File: config.mk
export PLATFORM = sky130hd
export DESIGN_NAME = beacon_frequency_generator_flat
export DESIGN_NICKNAME = d
export VERILOG_FILES = /design/src/rtl/beacon_pkg.sv /design/src/rtl/beacon_frequency_generator_if.sv /design/src/rtl/beacon_channel.sv /design/src/rtl/beacon_frequency_generator.sv /design/src/flat_wrapper.sv
export SDC_FILE = /design/constraint.sdc
export NUM_CORES = 1
export LEC_CHECK = 0
export CAP_MARGIN = 20
export CORE_UTILIZATION = 40
export DETAILED_ROUTE_END_ITERATION = 8
export PLACE_DENSITY_LB_ADDON = 0.1
export SLEW_MARGIN = 20
export SYNTH_ARGS = -nofsm -noshare
export SYNTH_HDL_FRONTEND = slang
export SYNTH_HIERARCHICAL = 1
export SYNTH_SLANG_ARGS = --single-unit
File: constraint.sdc
create_clock -name clock -period 2.55 [get_ports clock]
set_clock_uncertainty 0.15 [all_clocks]
set_input_delay 0.6375 -clock clock [delete_from_list [all_inputs] [get_ports clock]]
set_output_delay 0.6375 -clock clock [all_outputs]
set_load 0.1 [all_outputs]
File: src/rtl/beacon_pkg.sv
// beacon_pkg: shared codes, channel indices, state enum and detector thresholds
package beacon_pkg;
   localparam logic [1:0] CODE_OFF = 2'b00;
   localparam logic [1:0] CODE_FRIENDLY = 2'b01;
   localparam logic [1:0] CODE_ENEMY = 2'b10;
   localparam logic [1:0] CH_FORWARD = 2'd0;
   localparam logic [1:0] CH_RIGHT = 2'd1;
   localparam logic [1:0] CH_LEFT = 2'd2;
   localparam int DEFAULT_FRIENDLY_HALF = 125000;
   localparam int DEFAULT_ENEMY_HALF = 41667;
   // rising edges per detector window that classify as friendly / enemy
   localparam int FRIENDLY_MIN_EDGES = 8;
   localparam int FRIENDLY_MAX_EDGES = 33;
   localparam int ENEMY_MIN_EDGES = 34;
   localparam int ENEMY_MAX_EDGES = 90;
   typedef enum logic [1:0] {ST_OFF, ST_RUN, ST_SWITCH} chan_state_t;
   function automatic logic is_tone(logic [1:0] c);
      return c == CODE_FRIENDLY || c == CODE_ENEMY;
   endfunction
endpackage

File: src/rtl/beacon_frequency_generator_if.sv
// beacon_frequency_generator_if: command handshake between controller and beacon
interface beacon_frequency_generator_if;
   logic cmd_valid;
   logic cmd_ready;
   logic [1:0] cmd_channel;
   logic [1:0] cmd_code;
   logic cmd_error;
   modport master (output cmd_valid, cmd_channel, cmd_code, input cmd_ready, cmd_error);
   modport slave (input cmd_valid, cmd_channel, cmd_code, output cmd_ready, cmd_error);
endinterface

File: src/rtl/beacon_channel.sv
// beacon_channel: one square-wave pin whose code changes only where a rise would occur
module beacon_channel
   import beacon_pkg::*;
#(
   parameter int FRIENDLY_HALF = DEFAULT_FRIENDLY_HALF,
   parameter int ENEMY_HALF = DEFAULT_ENEMY_HALF
) (
   input logic clock,
   input logic reset,
   input logic cmd_go,
   input logic [1:0] cmd_code,
   output logic ready,
   output logic busy,
   output logic out,
   output logic [1:0] code
);
   localparam int W = $clog2(FRIENDLY_HALF > ENEMY_HALF ? FRIENDLY_HALF : ENEMY_HALF);
   localparam logic [W-1:0] F_RELOAD = W'(FRIENDLY_HALF - 1);
   localparam logic [W-1:0] E_RELOAD = W'(ENEMY_HALF - 1);
   chan_state_t state;
   logic [W-1:0] cnt;
   logic [1:0] pending;
   logic [W-1:0] run_reload, cmd_reload, pend_reload;
   assign run_reload = code == CODE_ENEMY ? E_RELOAD : F_RELOAD;
   assign cmd_reload = cmd_code == CODE_ENEMY ? E_RELOAD : F_RELOAD;
   assign pend_reload = pending == CODE_ENEMY ? E_RELOAD : F_RELOAD;
   assign ready = state != ST_SWITCH;
   assign busy = state == ST_SWITCH;
   always_ff @(posedge clock) begin
      if (reset) begin
         state <= ST_OFF;
         cnt <= '0;
         out <= 1'b0;
         code <= CODE_OFF;
         pending <= CODE_OFF;
      end else begin
         case (state)
            ST_OFF:
               if (cmd_go && is_tone(cmd_code)) begin
                  code <= cmd_code;
                  cnt <= cmd_reload;
                  out <= 1'b1;
                  state <= ST_RUN;
               end
            ST_RUN: begin
               cnt <= cnt == '0 ? run_reload : cnt - 1'b1;
               if (cnt == '0) out <= ~out;
               if (cmd_go && cmd_code != code) begin
                  pending <= cmd_code;
                  state <= ST_SWITCH;
               end
            end
            ST_SWITCH:
               // the switch point is where the running waveform would rise next
               if (cnt != '0) cnt <= cnt - 1'b1;
               else if (out) begin
                  out <= 1'b0;
                  cnt <= run_reload;
               end else if (is_tone(pending)) begin
                  code <= pending;
                  out <= 1'b1;
                  cnt <= pend_reload;
                  state <= ST_RUN;
               end else begin
                  code <= CODE_OFF;
                  state <= ST_OFF;
               end
            default: state <= ST_OFF;
         endcase
      end
   end
endmodule

File: src/rtl/beacon_frequency_generator.sv
// beacon_frequency_generator: three-channel beacon with command decode, ready mux and error pulse
module beacon_frequency_generator
   import beacon_pkg::*;
#(
   parameter int FRIENDLY_HALF = DEFAULT_FRIENDLY_HALF,
   parameter int ENEMY_HALF = DEFAULT_ENEMY_HALF
) (
   input logic clock,
   input logic reset,
   beacon_frequency_generator_if.slave cmd,
   output logic forward_out,
   output logic right_out,
   output logic left_out,
   output logic [1:0] forward_code,
   output logic [1:0] right_code,
   output logic [1:0] left_code,
   output logic [2:0] busy
);
   logic [3:0] ready;
   logic [2:0] outs;
   logic [1:0] codes [3];
   logic error;
   // the invalid channel always accepts so a bad command can never stall the bus
   assign ready[3] = 1'b1;
   assign cmd.cmd_ready = ready[cmd.cmd_channel];
   assign cmd.cmd_error = error;
   for (genvar i = 0; i < 3; i++) begin : g_ch
      beacon_channel #(.FRIENDLY_HALF(FRIENDLY_HALF), .ENEMY_HALF(ENEMY_HALF)) u_ch (
         .clock(clock),
         .reset(reset),
         .cmd_go(cmd.cmd_valid && cmd.cmd_channel == 2'(i) && ready[i]),
         .cmd_code(cmd.cmd_code),
         .ready(ready[i]),
         .busy(busy[i]),
         .out(outs[i]),
         .code(codes[i])
      );
   end
   always_ff @(posedge clock) error <= reset ? 1'b0 : cmd.cmd_valid && cmd.cmd_channel == 2'b11;
   assign forward_out = outs[CH_FORWARD];
   assign right_out = outs[CH_RIGHT];
   assign left_out = outs[CH_LEFT];
   assign forward_code = codes[CH_FORWARD];
   assign right_code = codes[CH_RIGHT];
   assign left_code = codes[CH_LEFT];
endmodule

File: src/flat_wrapper.sv
// flat-port wrapper written by rule: the top's interface ports become plain ports
module beacon_frequency_generator_flat import beacon_pkg::*;
#(
   parameter int FRIENDLY_HALF = DEFAULT_FRIENDLY_HALF,
   parameter int ENEMY_HALF = DEFAULT_ENEMY_HALF
)
  (clock, reset, forward_out, right_out, left_out, forward_code, right_code, left_code, busy, cmd_cmd_valid, cmd_cmd_channel, cmd_cmd_code, cmd_cmd_ready, cmd_cmd_error);
  beacon_frequency_generator_if cmd_i ();
  input logic clock;
  input logic reset;
  output logic forward_out;
  output logic right_out;
  output logic left_out;
  output logic [1:0] forward_code;
  output logic [1:0] right_code;
  output logic [1:0] left_code;
  output logic [2:0] busy;
  input wire logic [$bits(cmd_i.cmd_valid)-1:0] cmd_cmd_valid;
  input wire logic [$bits(cmd_i.cmd_channel)-1:0] cmd_cmd_channel;
  input wire logic [$bits(cmd_i.cmd_code)-1:0] cmd_cmd_code;
  output wire logic [$bits(cmd_i.cmd_ready)-1:0] cmd_cmd_ready;
  output wire logic [$bits(cmd_i.cmd_error)-1:0] cmd_cmd_error;
  assign cmd_i.cmd_valid = cmd_cmd_valid;
  assign cmd_i.cmd_channel = cmd_cmd_channel;
  assign cmd_i.cmd_code = cmd_cmd_code;
  assign cmd_cmd_ready = cmd_i.cmd_ready;
  assign cmd_cmd_error = cmd_i.cmd_error;
  beacon_frequency_generator #(.FRIENDLY_HALF(FRIENDLY_HALF), .ENEMY_HALF(ENEMY_HALF)) u_core (.clock(clock), .reset(reset), .cmd(cmd_i), .forward_out(forward_out), .right_out(right_out), .left_out(left_out), .forward_code(forward_code), .right_code(right_code), .left_code(left_code), .busy(busy));
endmodule
==> results of run 1 <==
## per-layer routing
metal,wire [µm],track usage [%],vias up
li1,-,-,2560
met1,6590,28.6,2554
met2,7820,41.6,135
met3,652,3.89,27
met4,302,9.32,0
met5,0,0,-
## metrics by stage
| stage | TNS [ns] | hold slack (ns) | cells | setup slack, ns |
|---|---|---|---|---|
| floorplan | 0 | 0.303 | 637 | 0.00555 |
| global placement | -21.42 | 0.312 | 888 | -0.512 |
| detailed placement | -24.25 | 0.327 | 888 | -0.558 |
| CTS | -0.311 | 0.335 | 903 | -0.0699 |
| global route | -1.34 | 0.376 | 907 | -0.148 |
| finish | -0.462 | 0.334 | 907 | -0.0837 |
## worst register-to-register path, stage by stage, from the launching register on
cell and delay [ns]:
sky130_fd_sc_hd__dfxtp_2 0.32, sky130_fd_sc_hd__or4_4 0.55, sky130_fd_sc_hd__or4_4 0.62, sky130_fd_sc_hd__nand2b_1 0.20, sky130_fd_sc_hd__a221o_1 0.36, sky130_fd_sc_hd__a21oi_4 0.22
sky130_fd_sc_hd__nor3_1 0.09
## state kept, by name (all words and copies together), names as in the netlist
name / cells
u_core/cmd.cmd_error: 1
u_core/g_ch.u_ch/cnt: 51
u_core/g_ch.u_ch/code: 6
u_core/g_ch.u_ch/out: 3
u_core/g_ch.u_ch/pending: 6
u_core/g_ch.u_ch/state: 6
## cell usage after synthesis (4+ instances only)
cell type                   n  area [µm²]
sky130_fd_sc_hd__or4_4      5        56.3
sky130_fd_sc_hd__nand4_1   12        75.1
sky130_fd_sc_hd__xor2_1     7        61.3
sky130_fd_sc_hd__or3_1      4        25.0
sky130_fd_sc_hd__o211ai_1   6        45.0
sky130_fd_sc_hd__o311ai_1   4        35.0
sky130_fd_sc_hd__and3_1     5        31.3
sky130_fd_sc_hd__a21oi_1   39         195
sky130_fd_sc_hd__mux2i_1   13         130
sky130_fd_sc_hd__nor3_1    14        70.1
sky130_fd_sc_hd__buf_6      4        45.0
sky130_fd_sc_hd__a31oi_1   22         138
sky130_fd_sc_hd__o31ai_1    8        60.1
sky130_fd_sc_hd__o21ai_1   10        50.1
sky130_fd_sc_hd__a41oi_1    4        35.0
sky130_fd_sc_hd__nand2b_1  15        93.8
sky130_fd_sc_hd__nand2_1   40         150
sky130_fd_sc_hd__buf_2      6        30.0
sky130_fd_sc_hd__o22ai_1   11        68.8
sky130_fd_sc_hd__ha_1      27         338
sky130_fd_sc_hd__a221oi_1   6        52.6
sky130_fd_sc_hd__nor2b_1    5        31.3
sky130_fd_sc_hd__nand3_1   20         100
sky130_fd_sc_hd__nor2_1    68         255
sky130_fd_sc_hd__clkbuf_8   4        55.1
sky130_fd_sc_hd__xnor2_1   11        96.3
sky130_fd_sc_hd__nor3b_1    8        60.1
sky130_fd_sc_hd__o21ai_0   39         195
sky130_fd_sc_hd__or4_1     11        82.6
sky130_fd_sc_hd__nor4_4     4        85.1
sky130_fd_sc_hd__inv_1     42         158
sky130_fd_sc_hd__clkbuf_1   8        30.0
sky130_fd_sc_hd__nor4_1     8        50.1
sky130_fd_sc_hd__dfxtp_1   73        1460
## layout by cell type, fill, tap and decap left out, types with 6 or more instances in the layout
cell                        netlist  final
sky130_fd_sc_hd__or4_4            5      7
sky130_fd_sc_hd__or4_1           11      9
sky130_fd_sc_hd__xor2_1           7      7
sky130_fd_sc_hd__o21ai_0         39     39
sky130_fd_sc_hd__nand2b_1        15     13
sky130_fd_sc_hd__mux2i_1         13     13
sky130_fd_sc_hd__nand4_1         12     12
sky130_fd_sc_hd__clkbuf_16        0      9
sky130_fd_sc_hd__o22ai_1         11      6
sky130_fd_sc_hd__nor2_1          68     66
sky130_fd_sc_hd__nor3_1          14     13
sky130_fd_sc_hd__ha_1            27     23
sky130_fd_sc_hd__o21ai_1         10      9
sky130_fd_sc_hd__inv_1           42     38
sky130_fd_sc_hd__nor4_1           8      8
sky130_fd_sc_hd__o211ai_1         6      6
sky130_fd_sc_hd__nand2_1         40     39
sky130_fd_sc_hd__nand3_1         20     19
sky130_fd_sc_hd__nor3b_1          8      8
sky130_fd_sc_hd__buf_4            2     91
sky130_fd_sc_hd__o31ai_1          8      8
sky130_fd_sc_hd__xnor2_1         11     11
sky130_fd_sc_hd__buf_12           2      8
sky130_fd_sc_hd__dfxtp_1         73     69
sky130_fd_sc_hd__a21oi_1         39     37
sky130_fd_sc_hd__a31oi_1         22     21
## cells by family after synthesis
family,synth area share [%]
simple gates,27.7
compound gates,24.5
flops,28.0
buf+inv,7.15
fa+ha+maj,6.48
xor+xnor,3.02
mux,3.14
## cell type report
class / instances / area [µm²] / area share, %
multi-input combinational: 496 / 3640 / 54.3
clock buffer: 14 / 264 / 3.94
tap: 172 / 215 / 3.21
sequential: 73 / 1470 / 21.9
inverter: 42 / 160 / 2.39
timing repair buffer: 110 / 956 / 14.3
## power by group
group	internal (W)	leakage (nW)	switching, W
Sequential	0.00146	0.597	0.000398
Clock	0.000703	0.129	0.000471
Combinational	0.00251	1.90	0.00328
## path summary, 6_finish.rpt
path / cells after the start / to / start / slack (ns)
setup / recovery: 6 / u_core/g_ch[2].u_ch/cnt[14] / u_core/g_ch[2].u_ch/cnt[11] / -0.08
hold / removal: 2 / u_core/g_ch[2].u_ch/pending[1] / u_core/g_ch[2].u_ch/pending[1] / 0.33
setup reg to reg: 6 / u_core/g_ch[2].u_ch/cnt[14] / u_core/g_ch[2].u_ch/cnt[11] / -0.08
hold reg to reg: 2 / u_core/g_ch[2].u_ch/pending[1] / u_core/g_ch[2].u_ch/pending[1] / 0.33
## what timing repair did
action	4_1_cts	5_1_grt
buffers inserted	1	4
gates resized for setup	9	36
pin swaps	4	17
endpoints found under the setup margin	49	49
==> out/results.md, run 1 <==
| Step | Quantity | Value |
|---|---|---|
| outcome | Run status | complete, but fails checks |
| outcome | Violated checks | setup timing |
| timing | Transition at the pin with the smallest max-transition slack | 0.664 ns |
| setup path | Cell family with most CP delay | simple AND/OR/NAND/NOR gates |
| setup path | Worst path bufs/invs | 0 |
| routing | Post-detailed-route wirelength per cell | 16.9 µm |
| floorplanning | Vertical die dimension | 116 µm |
| cts | Worst-Skew Late Latency | 0.34 ns |
| floorplanning | Count of boundary I/O pins | 21 |
| routing | Ratio of routed vias to standard cells | 5.82 |
| timing | Slew margin rel. | 55.4% |
| cts | Hold bufs inserted after CTS | 0 |
| yosys | Synthesized instance count | 637 |
| setup path | Sequence of cells on the critical path | or4_4 -> or4_4 -> nand2b_1 -> a221o_1 -> a21oi_4 -> nor3_1 |
| yosys | Netlist area before placement | 5220 µm² |
| power | Maximum vdd drop | 0.762 mV |
| power | Power Dens Cells | 1320 nW/µm² |
| floorplanning | Standard cell core area | 12700 µm² |
| floorplanning | Number of placement rows | 41 |
| yosys | Yosys warning total | 6 |
| timing | Clock period minus final worst setup slack | 2.63 ns |
| power | Leakage | 2.62 nW |
| floorplanning | Effective utilization at floorplan | 41.2% |
| grt | Overall routing resource usage | 23.6% |
| cells and area | Share of post-route cells with drive strength above 1 | 26.9% |
| timing | Number of pins exceeding their max-slew limit in the final report | 0 |
| cts | Max Root-Sink Buffers | 2 |
| grt | Number of global-route vias before repair | 5091 |
| floorplanning | Die Area | 13500 µm² |
| cells and area | Number of nets in the layout | 766 |
| cts | Number of levels in the clock H-tree | 3 |
| yosys | Register bit total from synthesis | 73 |
| yosys | Fraction of synthesis flops using an asynchronous set or reset pin | 0% |
| cells and area | Summed area of non-filler cells in the final layout | 6700 µm² |
| run | Reported max-cap violation count | 0 |
| cts | Total number of clock tree sinks | 73 |
| power | Total power | 0.00882 W |
| routing | DRT iter0 DRCs | 394 |
| cells and area | Share of the core filled with cells | 52.9% |
| yosys | Mean instance size in the synthesized netlist | 8.19 µm² |
| setup path | CP Max Fanout | 7 |
| routing | Detailed-route via count | 5276 |
| routing | Total routed wirelength | 15400 µm |
| setup path | Endpoint required time on the critical path | 2.61 ns |
| grt | Global-route wire length before repair | 25000 µm |
| routing | First-pass iteration count of the detailed router | 5 |
| cells and area | Antenna diode instance count | 0 |
| timing | Peak clock frequency supported by timing | 380 MHz |
| placement | Final weighted congestion in routability-driven placement | 0.925 |
| timing | Share of the clock period used by the worst path | 103% |
| cells and area | Area growth from synthesis to layout | 28.4% |
| cells and area | FILL cells | 1205 |
| setup path | Startpoint class of the critical path | flop |
| routing | Post-route ant nets | 0 |
| floorplanning | Overall die width | 116 µm |
| timing | Final setup viols | 11 |
| setup path | Top cell by count, worst path | sky130_fd_sc_hd__or4_4 |
| yosys | Part of the Yosys area used for sequential elements | 28.0% |
| timing | Setup ws final | -0.0837 ns |
| yosys | Unique masters post-synth | 73 |
| yosys | Ys flop type | sky130_fd_sc_hd__dfxtp_1 |
| setup path | Slowest cell on the critical path | sky130_fd_sc_hd__or4_4 |
| placement | Final HPWL from detailed placement | 11200 µm |
| grt | Largest net degree at the start of global routing | 20 |
| setup path | Crit Path Class | reg2reg |
| cts | CTS clock-pin slew for the worst setup and hold paths | 0.06 ns |
| routing | Remaining design rule violation count | 0 |
| yosys | Number of flops mapped to enable cells by yosys | 0 |
| cts | Clock root cell | sky130_fd_sc_hd__clkbuf_16 |
| yosys | Post-Synthesis Net Count | 671 |
| grt | Leftover overflow at the end of global routing | 0 |
| cts | Clock buffer count from CTS | 9 |
| timing | Setup repair after global routing missed its margin | true |
| setup path | Arrival @ worst endpoint | 2.69 ns |
| placement | I/O Buffers | 20 |
| setup path | CP max stage delay | 0.62 ns |
| grt | Initial antenna violation count | 0 |
| setup path | Kind of end point of the critical path | flop |
| placement | Cell area reported after detailed placement | 6200 µm² |
| cts | TritonCTS clock tree | done |
| min path | Worst min-delay path class | reg2reg |
| timing | Hold Violations, Final | 0 |
(Power assumes the default switching activity.)
==> run 2: changes to the inputs <==
==> constraint.sdc (replaced) <==
create_clock -name clock -period 2.35 [get_ports clock]
set_clock_uncertainty 0.15 [all_clocks]
set_input_delay 0.5875 -clock clock [delete_from_list [all_inputs] [get_ports clock]]
set_output_delay 0.5875 -clock clock [all_outputs]
set_load 0.1 [all_outputs]
==> out/results.md, run 2 (same netlist as run 1, synthesis figures left out) <==
| Step | Quantity | Value | Change |
|---|---|---|---|
| outcome | Run status | complete, but fails checks | unchanged |
| outcome | Violated checks | setup timing | unchanged |
| setup path | CP Max Fanout | 10 | was 7 |
| grt | Overall routing resource usage | 24.2% | was 23.6% |
| timing | Slew margin rel. | 63.7% | was 55.4% |
| grt | Largest net degree at the start of global routing | 23 | was 20 |
| setup path | Worst flop-to-flop path endpoint | u_core/g_ch[2].u_ch/cnt[7] | was u_core/g_ch[2].u_ch/cnt[14] |
| power | Leakage | 2.98 nW | was 2.62 nW |
| timing | Setup ws final | -0.218 ns | was -0.0837 ns |
| routing | Ratio of routed vias to standard cells | 5.64 | was 5.82 |
| routing | Post-detailed-route wirelength per cell | 16.5 µm | was 16.9 µm |
| power | Maximum vdd drop | 0.748 mV | was 0.762 mV |
| placement | Placed Cells | 930 | was 888 |
| cts | Clock buffer count from CTS | 9 | unchanged |
| floorplanning | Count of boundary I/O pins | 21 | unchanged |
| min path | Hold Path Stages | 2 | unchanged |
| timing | Final setup viols | 22 | was 11 |
| floorplanning | Effective utilization at floorplan | 41.2% | unchanged |
| min path | Hold path endpoint | u_core/g_ch[2].u_ch/pending[1] | unchanged |
| cells and area | Share of the core filled with cells | 57.6% | was 52.9% |
| placement | I/O Buffers | 20 | unchanged |
| cts | TritonCTS clock tree | done | unchanged |
| cts | Clock root cell | sky130_fd_sc_hd__clkbuf_16 | unchanged |
| grt | Leftover overflow at the end of global routing | 0 | unchanged |
| timing | Clock period minus final worst setup slack | 2.57 ns | was 2.63 ns |
| setup path | Sequence of cells on the critical path | or4_4 -> or4_4 -> o31a_1 -> buf_12 -> buf_4 -> o22ai_2 -> nor3_1 | was or4_4 -> or4_4 -> nand2b_1 -> a221o_1 -> a21oi_4 -> nor3_1 |
| routing | First-pass iteration count of the detailed router | 7 | was 5 |
| setup path | Worst R2R Setup Slack | -0.22 ns | was -0.08 ns |
| cts | CTS clock-pin slew for the worst setup and hold paths | 0.06 ns | about the same |
| setup path | Crit Path Class | reg2reg | unchanged |
| routing | Remaining design rule violation count | 0 | unchanged |
| timing | Hold_ws | 0.327 ns | was 0.334 ns |
| floorplanning | Die Area | 13500 µm² | unchanged |
| cells and area | Commonest non-fill, non-tap cell in the layout | sky130_fd_sc_hd__buf_4 | unchanged |
| placement | Cell area reported after detailed placement | 6590 µm² | was 6200 µm² |
| cells and area | Share of post-route cells with drive strength above 1 | 34.6% | was 26.9% |
| cts | Total number of clock tree sinks | 73 | unchanged |
| setup path | Kind of end point of the critical path | flop | unchanged |
| floorplanning | Number of placement rows | 41 | unchanged |
| floorplanning | Vertical die dimension | 116 µm | unchanged |
| cells and area | Most flop-heavy register | u_core/g_ch.u_ch/cnt | unchanged |
| setup path | FF-to-FF path depth | 7 | was 6 |
| cells and area | Area growth from synthesis to layout | 40.1% | was 28.4% |
| timing | Hold Violations, Final | 0 | unchanged |
| cells and area | Final instance count without filler cells | 969 | was 907 |
| routing | DRT iter0 DRCs | 360 | was 394 |
| setup path | Cell family with most CP delay | simple AND/OR/NAND/NOR gates | unchanged |
| setup path | Startpoint class of the critical path | flop | unchanged |
| placement | Final weighted congestion in routability-driven placement | 0.904 | was 0.925 |
| setup path | WP depth | 7 | was 6 |
| setup path | Top cell by count, worst path | sky130_fd_sc_hd__or4_4 | unchanged |
| setup path | Arrival @ worst endpoint | 2.63 ns | was 2.69 ns |
| timing | Peak clock frequency supported by timing | 389 MHz | was 380 MHz |
| routing | Total routed wirelength | 16000 µm | was 15400 µm |
| grt | Number of global-route vias before repair | 5067 | was 5091 |
| min path | Worst min-delay path class | reg2reg | unchanged |
| setup path | Endpoint required time on the critical path | 2.41 ns | was 2.61 ns |
| routing | Post-route ant nets | 0 | unchanged |
| placement | Final HPWL from detailed placement | 11600 µm | was 11200 µm |
| setup path | Worst path bufs/invs | 2 | was 0 |
| cells and area | Antenna diode instance count | 0 | unchanged |
| cells and area | Number of nets in the layout | 826 | was 766 |
| floorplanning | Overall die width | 116 µm | unchanged |
| timing | Share of the clock period used by the worst path | 109% | was 103% |
| timing | Transition at the pin with the smallest max-transition slack | 0.542 ns | was 0.664 ns |
| cells and area | Largest register FFs | 51 | unchanged |
| cts | Max Root-Sink Buffers | 2 | unchanged |
| setup path | CP max stage delay | 0.61 ns | was 0.62 ns |
| setup path | Slowest cell on the critical path | sky130_fd_sc_hd__or4_4 | unchanged |
| cts | Number of levels in the clock H-tree | 3 | unchanged |
| grt | Initial antenna violation count | 0 | unchanged |
| min path | Start point of the worst hold path | u_core/g_ch[2].u_ch/pending[1] | unchanged |
| timing | Number of pins exceeding their max-slew limit in the final report | 0 | unchanged |
| setup path | Source of the worst register-to-register timing path | u_core/g_ch[2].u_ch/cnt[11] | unchanged |
| floorplanning | Standard cell core area | 12700 µm² | unchanged |
| power | Power Dens Cells | 1450 nW/µm² | was 1320 nW/µm² |
| grt | Global-route wire length before repair | 25500 µm | was 25000 µm |
| run | Reported max-cap violation count | 0 | unchanged |
| cts | Worst-Skew Late Latency | 0.34 ns | about the same |
| cells and area | Summed area of non-filler cells in the final layout | 7300 µm² | was 6700 µm² |
| cells and area | Top library cells by usage in the layout, fill and taps aside | sky130_fd_sc_hd__buf_4 (144), sky130_fd_sc_hd__dfxtp_1 (67), sky130_fd_sc_hd__nor2_1 (62), sky130_fd_sc_hd__o21ai_0 (39), sky130_fd_sc_hd__nand2_1 (38) | was sky130_fd_sc_hd__buf_4 (91), sky130_fd_sc_hd__dfxtp_1 (69), sky130_fd_sc_hd__nor2_1 (66), sky130_fd_sc_hd__nand2_1 (39), sky130_fd_sc_hd__o21ai_0 (39) |
| timing | Setup repair after global routing missed its margin | true | unchanged |
| routing | Detailed-route via count | 5467 | was 5276 |
| timing | Setup tns final | -3.27 ns | was -0.462 ns |
==> run 2: changes by cell type in the layout (fill, tap and decap cells not counted), moves of 4 or more <==
cell,change
sky130_fd_sc_hd__nor2_1,-4
sky130_fd_sc_hd__nor2_2,+4
sky130_fd_sc_hd__buf_4,+53
sky130_fd_sc_hd__inv_1,-4
==> run 2: power by group <==
part	switching, W	internal [W]	leakage (nW)
clock	0.000540	0.000909	0.153
sequential	0.000383	0.00159	0.598
combinational	0.00388	0.00330	2.23
==> run 2: how the worst max path moves through the flow <==
stage	from	to	slack (ns)
detailed placement	cmd_cmd_code[0]	u_core/g_ch[0].u_ch/cnt[8]	-0.54
global placement	cmd_cmd_code[0]	u_core/g_ch[0].u_ch/cnt[8]	-0.52
CTS	u_core/g_ch[2].u_ch/cnt[11]	u_core/g_ch[2].u_ch/cnt[7]	-0.23
finish	u_core/g_ch[2].u_ch/cnt[11]	u_core/g_ch[2].u_ch/cnt[7]	-0.22
floorplan	u_core/g_ch[2].u_ch/state[0]	u_core/g_ch[2].u_ch/cnt[3]	-0.16
global route	u_core/g_ch[2].u_ch/cnt[11]	u_core/g_ch[2].u_ch/cnt[5]	-0.28
==> run 2: worst min-delay path: stages, from the launching register on <==
cell                      delay, ns
sky130_fd_sc_hd__dfxtp_1       0.32
sky130_fd_sc_hd__nand2_1       0.06
sky130_fd_sc_hd__a21oi_1       0.05
==> run 2: metrics by stage <==
step | setup slack, ns | total power [W]
floorplan | -0.163 | 0.00604
global placement | -0.524 | 0.00831
detailed placement | -0.542 | 0.00835
CTS | -0.226 | 0.00998
global route | -0.283 | 0.0113
finish | -0.218 | 0.0106
==> run 2: area by class of cell <==
class	instances	area, µm²
fillers	1156	5370
multi-input cells	498	3700
flip-flops and latches	73	1470
repair buffers	168	1450
clock buffers	14	274
well taps	172	215
inverters	42	163
clock inverters	2	35.0
==> run 2: metal layers <==
| metal | track usage (%) | vias to the layer above | part of all wire (%) |
|---|---|---|---|
| met5 | 0 | - | 0 |
| met1 | 32.6 | 2609 | 46 |
| met4 | 8.12 | 0 | 1.6 |
| li1 | - | 2691 | - |
| met2 | 39.8 | 144 | 48 |
| met3 | 3.22 | 23 | 4.5 |
==> run 2: timing repair <==
action / in CTS / in global routing
hold endpoints to repair: 0 / 0
gates cloned: 0 / 3
hold buffers: 0 / 0
setup endpoints to repair: 59 / 51
pin swaps: 5 / 19
resized for setup: 21 / 33
setup buffers: 7 / 14
